**src/rtl/alu_ctl_unit.sv**
```systemverilog
// ALU control unit: combinational opcode decode plus a registered scalar/4x8-bit lane ALU.
// Latency: decode is combinational; result/zero/valid_out appear 1 cycle after en. No backpressure; en=0 or flush clears the output.
// ALU_VECTOR_EN: when defined, v selects the lane ALUs; when undefined, v is ignored and only the scalar path exists.
module alu_ctl_unit (
    input  logic        clk,
    input  logic        rst,
    input  logic        en,
    input  logic        flush,
    input  logic [4:0]  opcode,
    input  logic        v,
    input  logic        i,
    input  logic [31:0] a,
    input  logic [31:0] b,
    input  logic [7:0]  imm8,
    output logic        memread,
    output logic        memwrite,
    output logic        memtoreg,
    output logic        regwrite,
    output logic        jump,
    output logic [1:0]  aluop,
    output logic [31:0] result,
    output logic        zero,
    output logic        valid_out
);

    localparam logic [4:0] OP_ADD = 5'b00000;
    localparam logic [4:0] OP_SUB = 5'b00001;
    localparam logic [4:0] OP_AND = 5'b00010;
    localparam logic [4:0] OP_ORR = 5'b00011;
    localparam logic [4:0] OP_LDR = 5'b00100;
    localparam logic [4:0] OP_STR = 5'b00101;
    localparam logic [4:0] OP_B   = 5'b00110;

    localparam logic [1:0] ALU_ADD = 2'b00;
    localparam logic [1:0] ALU_SUB = 2'b01;
    localparam logic [1:0] ALU_AND = 2'b10;
    localparam logic [1:0] ALU_ORR = 2'b11;

    logic [6:0]  dec_dat;
    logic [31:0] b_eff;
    logic [31:0] scalar_res;
    logic [31:0] result_d, result_q;
    logic        zero_d, zero_q;
    logic        valid_d, valid_q;

    // Packed as {memread, memwrite, memtoreg, regwrite, jump, aluop[1:0]}
    always_comb begin
        dec_dat = 7'b0000000;
        case (opcode)
            OP_ADD:  dec_dat = 7'b0001000;
            OP_SUB:  dec_dat = 7'b0001001;
            OP_AND:  dec_dat = 7'b0001010;
            OP_ORR:  dec_dat = 7'b0001011;
            OP_LDR:  dec_dat = 7'b1011000;
            OP_STR:  dec_dat = 7'b0100000;
            OP_B:    dec_dat = 7'b0000101;
            default: dec_dat = 7'b0000000;
        endcase
    end

    assign {memread, memwrite, memtoreg, regwrite, jump, aluop} = dec_dat;

    assign b_eff = i ? {4{imm8}} : b;

    always_comb begin
        scalar_res = 32'h0;
        case (aluop)
            ALU_ADD: scalar_res = a + b_eff;
            ALU_SUB: scalar_res = a - b_eff;
            ALU_AND: scalar_res = a & b_eff;
            ALU_ORR: scalar_res = a | b_eff;
            default: scalar_res = 32'h0;
        endcase
    end

`ifdef ALU_VECTOR_EN
    logic [31:0] vector_res;

    // Each lane wraps independently; no carry or borrow crosses a byte boundary
    for (genvar l = 0; l < 4; l++) begin : g_lane
        logic [7:0] la, lb, lr;
        assign la = a[8*l +: 8];
        assign lb = b_eff[8*l +: 8];
        always_comb begin
            lr = 8'h0;
            case (aluop)
                ALU_ADD: lr = la + lb;
                ALU_SUB: lr = la - lb;
                ALU_AND: lr = la & lb;
                ALU_ORR: lr = la | lb;
                default: lr = 8'h0;
            endcase
        end
        assign vector_res[8*l +: 8] = lr;
    end

    assign result_d = v ? vector_res : scalar_res;
`else
    logic unused_v;
    assign unused_v = v;
    assign result_d = scalar_res;
`endif

    // zero tracks the scalar result even when the lane result is selected
    assign zero_d  = (scalar_res == 32'h0);
    assign valid_d = en & ~flush;

    always_ff @(posedge clk) begin
        if (rst) begin
            result_q <= 32'h0;
            zero_q   <= 1'b0;
            valid_q  <= 1'b0;
        end else if (valid_d) begin
            result_q <= result_d;
            zero_q   <= zero_d;
            valid_q  <= 1'b1;
        end else begin
            result_q <= 32'h0;
            zero_q   <= 1'b0;
            valid_q  <= 1'b0;
        end
    end

    assign result    = result_q;
    assign zero      = zero_q;
    assign valid_out = valid_q;

endmodule

```
**config.mk**
```make
export PLATFORM = sky130hd
export DESIGN_NAME = alu_ctl_unit
export DESIGN_NICKNAME = d
export VERILOG_FILES = /design/src/rtl/alu_ctl_unit.sv
export SDC_FILE = /design/constraint.sdc
export NUM_CORES = 1
export LEC_CHECK = 0
export CORE_ASPECT_RATIO = 0.8
export CORE_MARGIN = 4
export CORE_UTILIZATION = 38
export DETAILED_ROUTE_END_ITERATION = 7
export PLACE_DENSITY = 0.68
export SLEW_MARGIN = 40
export SYNTH_ARGS = -nofsm -noshare
export SYNTH_HDL_FRONTEND = slang
export SYNTH_SLANG_ARGS = --single-unit
```
**constraint.sdc**
```tcl
create_clock -name clk -period 5.5 [get_ports clk]
set_input_delay 0.55 -clock clk [delete_from_list [all_inputs] [get_ports clk]]
set_output_delay 0.55 -clock clk [all_outputs]
set_load 0.005 [all_outputs]
```
==> run metrics <==
CTS sink count 34; Clock Path Buffers 2; core region area 12200 µm²; # H-tree levels 2; Multi-input gate area 3750 µm²; Synth Net Count 792; Slew @ Worst Pin 0.767 ns; Synth Flop Type dfxtp_1; Setup-failing EPs final 0; routed len/inst 17.1 µm; DP Worst Slack -0.0694 ns; Crit Path Max Fanout 3; # nets final 968; Residual DRC 0; most common cell after layout, fill and taps aside clkdlybuf4s50_1; critical path class in2reg; Slew Viols, Final 0; HP Class in2reg; slack of the critical path 0.213 ns; die area 14200 µm²; peak supply drop 0.0981 mV; floorplan row count 36; IO buf count 122; vias in the first global route 5272; Non-Filler Instances 1003; initial antenna violation count 0; post-synthesis adder-cell area fraction 13.1%; crit path launch type input port; crit path time final 5.29 ns; WP data arrival 5.45 ns; max-cap viol count 0; DP Cell Count 995; Fin. Hold Viols 0; Post-Syn Area 4700 µm²; asr flop ratio synth 0%; global-route wire length before repair 27.4 mm; Total Wirelength 17.1 mm; synthesis-stage register bit count 34; overall power 1370 µW; CTS tree built; post-synthesis simple-gate area fraction 26.2%; Comb power frac 60.6%; clock transition at the registers of the reported paths 0.05 ns; multiplexer share of the synthesized area 5.62%; syn_area_per_cell 6.97 µm²; Yosys Warn Count 0; Ant. Diodes 0; Initial Utilization 38.7%; commonest cells after routing, fill and taps aside 121 x clkdlybuf4s50_1, 79 x nor2_1, 79 x buf_4; fill cell count 1150; RSZ-0062 raised after global routing false; sequential area share after synthesis 14.5%; Final Core Density 55.3%; Worst Path Required 5.66 ns; via count 5436; status completed; final period utilization 96.1%; Slew headroom 48.4%; drt pass-1 iters 5; fraction of layout cells with a size suffix above 1 13.3%; CTS Root Cell clkbuf_16; die height 107 µm; post-synth cell types 70; DR vias/cell 5.42; TritonCTS Buffers 5; WL met2 6.74 mm; largest net degree at the start of global routing 43; critical path endpoint category register; Clk pwr share 20.0%; ANT nets after route 0; DIE WIDTH 132 µm; Internal Pwr Total 826 µW; Seq. cell area 681 µm²; Routed met3 length 1.38 mm; Power Density 204 nW/µm²; xor/xnor share of the synthesized area 9.13%; final RePlAce weighted congestion 0.948; Layout area overhead 43.1%; post-synthesis cell count 674; post-detail-place hpwl 14.8 mm; # IOs 124; hold_buf cts 0; Fmax 0.189 GHz; Reg power frac 19.4%; gr usage total 23.8%; Leak 0.00289 µW; largest family of logic cells by synthesized area simple AND/OR/NAND/NOR gates; Post-synth EDFFs 0; Overflow after GRT 0; Initial DRC Count 387; Sw Pwr 544 µW; Hold Path Cell Cnt 3; met1 wire length 8.93 mm; DR top layer met4; sw frac 39.7%; Compound-Gate Fraction of Synth Area 24.9%
[cell usage after synthesis, drive strengths merged, types with 2 or more instances]
library cell | count | area share (%)
a211oi | 11 | 2.0
a21o | 11 | 1.8
a21oi | 63 | 6.8
a221oi | 2 | 0.37
a31oi | 6 | 0.93
a41oi | 2 | 0.53
and2 | 9 | 1.2
and3 | 7 | 0.93
buf | 11 | 1.7
clkbuf | 21 | 1.7
dfxtp | 34 | 14
ha | 34 | 9.0
inv | 35 | 2.8
maj3 | 17 | 3.6
mux2 | 3 | 0.72
mux2i | 23 | 4.9
nand2 | 66 | 5.3
nand2b | 4 | 0.53
nand3 | 13 | 1.6
nand3b | 2 | 0.32
nand4 | 8 | 1.1
nand4b | 2 | 0.37
nor2 | 80 | 6.4
nor2b | 4 | 0.53
nor3 | 27 | 2.9
nor3b | 6 | 0.96
nor4 | 6 | 0.80
nor4b | 4 | 0.88
o2111ai | 3 | 0.56
o211ai | 2 | 0.32
o21a | 8 | 1.3
o21ai | 60 | 6.5
o21bai | 6 | 0.96
o22ai | 4 | 0.53
o31ai | 2 | 0.32
o41ai | 3 | 0.56
or2 | 5 | 0.67
or3 | 6 | 0.80
xnor2 | 24 | 4.5
xor2 | 25 | 4.7
[cells by family after synthesis]
| family | count (synthesis) |
|---|---|
| xor+xnor | 49 |
| fa+ha+maj | 52 |
| buf+inv | 68 |
| mux | 26 |
| flops | 34 |
| compound gates | 191 |
| simple gates | 254 |
[final timing paths]
check / start / end / slack (ns)
worst max-delay path: imm8[5] / zero / 0.21
worst min-delay path: a[18] / result[18] / 1.12
[worst max-delay path: stages]
cell	delay, ns
clkdlybuf4s50_1	0.44
nor3_2	0.23
mux2i_1	0.14
nor4b_2	0.34
and2_1	0.19
nand2_1	0.06
nand2_1	0.08
nand4b_1	0.12
or3_1	0.40
o21ai_0	0.26
xnor2_1	0.11
ha_1	0.32
buf_4	0.12
nand4_1	0.14
o311ai_0	0.41
buf_4	0.18
nand4_1	0.21
a21oi_1	0.23
xnor2_1	0.20
mux2i_1	0.23
nand3b_1	0.22
and4bb_1	0.26
[power by group through the flow]
stage	Clock (µW)	Combinational (µW)	Sequential (µW)
after floorplan	0	476	273
after global placement	0	803	270
after detailed placement	0	807	271
after CTS	279	811	266
after global routing	286	907	267
final	274	830	265
[metal layers]
layer  GRT usage [%]  vias up
met4            3.64        0
met1            36.4     2430
met2            35.1      226
li1                -     2773
met3            4.16        7
met5               0        -
[state kept, by name (all words and copies together), names as in the netlist]
signal	flops
zero	1
valid_out	1
result	32
[stage by stage]
stage	TNS, ns	instance area (µm²)	hold WS (ns)
6_report	0	6730	1.12
2_1_floorplan	0	4700	0.713
4_1_cts	0	6690	1.08
3_5_place_dp	-0.110	6540	1.25
3_3_place_gp	0	6540	1.26
5_1_grt	0	6730	1.10
[area by class of cell]
class                           instances  area share, %
Tap cell                              152           2.83
Multi-Input combinational cell        572           55.7
Clock buffer                            6           2.07
Inverter                               36           2.20
Clock inverter                          2          0.186
Timing Repair Buffer                  201           26.9
Sequential cell                        34           10.1
[timing repair]
item	in CTS	in global routing
setup endpoints to repair	0	2
buffers inserted	0	0
gates resized for setup	0	6
endpoints found under the hold margin	0	0
(Power assumes the default switching activity.)
